### src/rtl/fifo_pkg.sv
// Shared async-FIFO definitions: default pointer width, pointer type and Gray helpers.
// Helpers work at the package width; narrower pointers zero-extend safely because
// Gray/binary conversion of a value with leading zeros keeps those bits zero.
package fifo_pkg;

    localparam int unsigned ADDR_WIDTH = 9;

    typedef logic [ADDR_WIDTH:0] ptr_t;

    function automatic ptr_t bin2gray(input ptr_t b);
        return b ^ (b >> 1);
    endfunction

    function automatic ptr_t gray2bin(input ptr_t g);
        ptr_t b;
        b[ADDR_WIDTH] = g[ADDR_WIDTH];
        for (int i = ADDR_WIDTH - 1; i >= 0; i--) begin
            b[i] = b[i+1] ^ g[i];
        end
        return b;
    endfunction

endpackage

### src/rtl/read_ptr_empty.sv
// Read-side pointer and flag controller of the async FIFO (rclk domain).
// Advances the binary/Gray read pointers on accepted reads and derives registered
// empty, almost_empty, occupancy and a sticky underflow from the synchronised wptr_s.
module read_ptr_empty
    import fifo_pkg::*;
#(
    parameter int unsigned Addr_Width      = fifo_pkg::ADDR_WIDTH,  // must be <= ADDR_WIDTH
    parameter int unsigned ALMOST_EMPTY_TH = 4
) (
    input  logic                rclk,
    input  logic                rrst,
    input  logic                rinc,
    input  logic                underflow_clr,
    input  logic [Addr_Width:0] wptr_s,
    output logic                rd_en,
    output logic [Addr_Width:0] rd_addr,
    output logic [Addr_Width:0] rptr,
    output logic                empty,
    output logic                almost_empty,
    output logic [Addr_Width:0] rd_count,
    output logic                underflow
);

    localparam int unsigned PW = Addr_Width + 1;

    logic [Addr_Width:0] rd_addr_next;
    logic [Addr_Width:0] rptr_next;
    logic [Addr_Width:0] wbin_s;
    logic [Addr_Width:0] cnt_next;
    logic                ae_next;

    // Read accepted only while not empty; empty is the registered flag, so a read
    // that drains the last entry blocks the following request.
    assign rd_en        = rinc & ~empty;
    assign rd_addr_next = rd_addr + {{Addr_Width{1'b0}}, rd_en};
    assign rptr_next    = PW'(bin2gray(ptr_t'(rd_addr_next)));
    assign wbin_s       = PW'(gray2bin(ptr_t'(wptr_s)));
    // Modular difference handles wrap; equals 2**Addr_Width when only the MSBs differ.
    assign cnt_next     = wbin_s - rd_addr_next;
    assign ae_next      = (32'(cnt_next) <= ALMOST_EMPTY_TH);

    // Pointer and flag registers; synchronous reset discards everything on the edge.
    always_ff @(posedge rclk) begin
        if (rrst) begin
            rd_addr      <= '0;
            rptr         <= '0;
            empty        <= 1'b1;
            almost_empty <= 1'b1;
            rd_count     <= '0;
            underflow    <= 1'b0;
        end else begin
            rd_addr      <= rd_addr_next;
            rptr         <= rptr_next;
            empty        <= (rptr_next == wptr_s);
            almost_empty <= ae_next;
            rd_count     <= cnt_next;
            // Set has priority over clear.
            if (rinc && empty) begin
                underflow <= 1'b1;
            end else if (underflow_clr) begin
                underflow <= 1'b0;
            end
        end
    end

endmodule

### config.mk
export PLATFORM = sky130hd
export DESIGN_NAME = read_ptr_empty
export DESIGN_NICKNAME = d
export VERILOG_FILES = /design/src/rtl/fifo_pkg.sv /design/src/rtl/read_ptr_empty.sv
export SDC_FILE = /design/constraint.sdc
export NUM_CORES = 1
export LEC_CHECK = 0
export CORE_UTILIZATION = 43
export DETAILED_ROUTE_END_ITERATION = 8
export PLACE_DENSITY = 0.75
export SLEW_MARGIN = 0
export SYNTH_ARGS = -nofsm -noshare
export SYNTH_HDL_FRONTEND = slang
export SYNTH_SLANG_ARGS = --single-unit
### constraint.sdc
create_clock -name rclk -period 3.8 [get_ports rclk]
set_input_delay 0.57 -clock rclk [delete_from_list [all_inputs] [get_ports rclk]]
set_output_delay 0.57 -clock rclk [all_outputs]
set_load 0.01 [all_outputs]
==> impl_metrics.tcl <==
set metrics [dict create \
    outcome "complete, but fails checks" \
    violations "DRC" \
    maxCapViolCount 0 \
    grt_util_all_layers 0.185 \
    rows 23 \
    drt_iter0_markers 54 \
    grt_pass1_vias 1414 \
    max_freq_mhz 271 \
    drcViolationCount 1 \
    placed_cell_area_um2 2480 \
    crit_fanout 4 \
    synth_flop_cell "dfxtp_1" \
    worstSkewPairLatency_ps 290 \
    dr.pass1.iters 8 \
    finalMaxSlewViolations 0 \
    async_flop_share 0 \
    clk_pin_slew_ps 70 \
    endpoint_kind "register" \
    period_share 0.970 \
    cp_data_arrival_time_ps 3870 \
    avgSynthCellArea_um2 9.55 \
    final_area_um2 2670 \
    slew_headroom 0.234 \
    grt_antenna_before_repair 0 \
    wl_per_cell_um 12.2 \
    cp-start-kind "primary input" \
    synth_area_leaders "dfxtp_1 36%, xnor2_1 11%, ha_1 7.7%, nor2_1 6.5%, xor2_1 5.9%" \
    setup_viol 0 \
    synth_warnings 0 \
    cts_root_buffer "clkbuf_8" \
    core-area_um2 4000 \
    postCtsHoldBufs 0 \
    gp_congestion 0.785 \
    cts_sinks 32 \
    wl_um 3850 \
    power_density_nw_per_um2 482 \
    grt_pass1_wl_um 6080 \
    synth_top_area_cell "dfxtp_1" \
    yosysSeqAreaShare 0.359 \
    ant_nets 0 \
    p_leak_nw 1.08 \
    vias 1534 \
    diodes 0 \
    num_io_pins 48 \
    die-area_um2 4420 \
    die_w_um 66.5 \
    syn_inst 187 \
    synth_area_um2 1790 \
    worstPathRequired_ps 3980 \
    fin_nets 291 \
    gr-total-overflow 0 \
    synth_cell_types 37 \
    cts_max_level 2 \
    portBuffers 47 \
    syn2layout_area_growth_pct 49.3 \
    total_power_mw 1.28 \
    yosys.area.top_type_share 0.359 \
    ctsLongestPathBuffers 2 \
    worst_clock_skew_ps 3.07 \
    cts_tree "built" \
    ir_drop_mv 0.318 \
    ys_ff_latch 32 \
    cts_made_buffers 5 \
    syn-num-nets 213 \
    grt_max_degree 33 \
    path_class "in2reg" \
    drive_gt1_frac 0.222 \
    setup_tns_ps 0 \
    dp_hpwl_um 2820 \
    worst_slew_pin_slew_ps 1150 \
    synth_edf_count 0 \
    hp-class "reg2reg" \
    initial_core_util 0.447 \
    netlist_top_cells_count "32 x dfxtp_1, 31 x nor2_1, 22 x xnor2_1" \
    hold_viol_final 0 \
    die_y_um 66.5 \
    post-synth-top-count-cell "dfxtp_1" \
    layout_min_cycle_time_ps 3690 \
    viasPerCell 4.85 \
]
[power breakdown]
part	total [mW]	switching (mW)	internal, mW
clock	0.322	0.127	0.194
sequential	0.386	0.0105	0.375
combinational	0.577	0.250	0.327
[placed cells by master (no fill, tap or decap), types with 3 or more instances in the layout]
master and instances:
inv_1 5, xor2_1 12, or3_1 3, clkbuf_8 5, xnor2_2 9, nor2_1 31
clkdlybuf4s50_1 44, buf_4 27, ha_1 10, dfxtp_1 32, o21a_1 3, nor3_1 3
xnor2_1 17, nand3_1 6, xor2_2 4, nand2_1 5, nand2b_1 4, a21oi_1 6
nor2b_1 6
[flip-flops by register name (all words and copies together), names as in the netlist]
name	count
rd_addr	10
rd_count	10
rptr	9
almost_empty	1
empty	1
underflow	1
[critical path, stage by stage]
cell and delay, ps:
clkdlybuf4s15_1 210, xor2_2 180, xnor2_2 220, xor2_2 220, xor2_2 220, xnor2_2 190, xnor2_4 190, buf_6 140
xnor2_2 100, ha_2 210, fa_2 210, nor2b_2 50, o31a_1 280, o2111ai_1 220, nand2_1 110, xnor2_2 150
and4_1 180, a31o_1 200
[cell type report]
class                   count  area, um2
flip-flops and latches     32        641
clock buffers               6       72.6
clock inverters             2       35.0
repair buffers             75        678
multi-input cells         144       1150
fillers                   330       1330
inverters                   7       26.3
well taps                  50       62.6
[timing repair]
item | CTS | global route
buffers inserted | 2 | 2
setup endpoints to repair | 5 | 5
resized for setup | 5 | 12
pin swaps | 7 | 16
[cell families after synthesis]
logic type	count (synthesis)	share of synthesized area
muxes	1	0.00560
and+or+nand+nor	65	0.179
buffers and inverters	11	0.0252
DFF	32	0.359
AOI/OAI and AO/OA	23	0.0889
xor gates and xnor gates	43	0.255
adders and majority gates	12	0.0882
[path summary, 6_finish.rpt]
kind              slack (ps)      start  cells after the start           end
setup reg to reg         780      empty                     14  almost_empty
setup / recovery         110  wptr_s[8]                     18  almost_empty
hold reg to reg          470  underflow                      2     underflow
hold / removal           470  underflow                      2     underflow
[metrics by stage]
stage | setup slack, ps | hold slack, ps | instances | utilization
2_1_floorplan | 180 | 489 | 187 | -
6_report | 114 | 468 | 316 | 0.667
4_1_cts | 29.5 | 471 | 314 | 0.651
3_3_place_gp | -377 | 457 | 304 | 0.620
5_1_grt | -103 | 519 | 316 | 0.667
3_5_place_dp | -479 | 462 | 304 | 0.620
[routing by layer]
metal,part of all wire,vias to the layer above,track usage
met2,0.51,45,0.328
met1,0.43,713,0.214
met4,0.010,0,0.0638
met3,0.054,4,0.0462
li1,-,772,-
met5,0,-,0
Power figures use the tool's default switching activity.
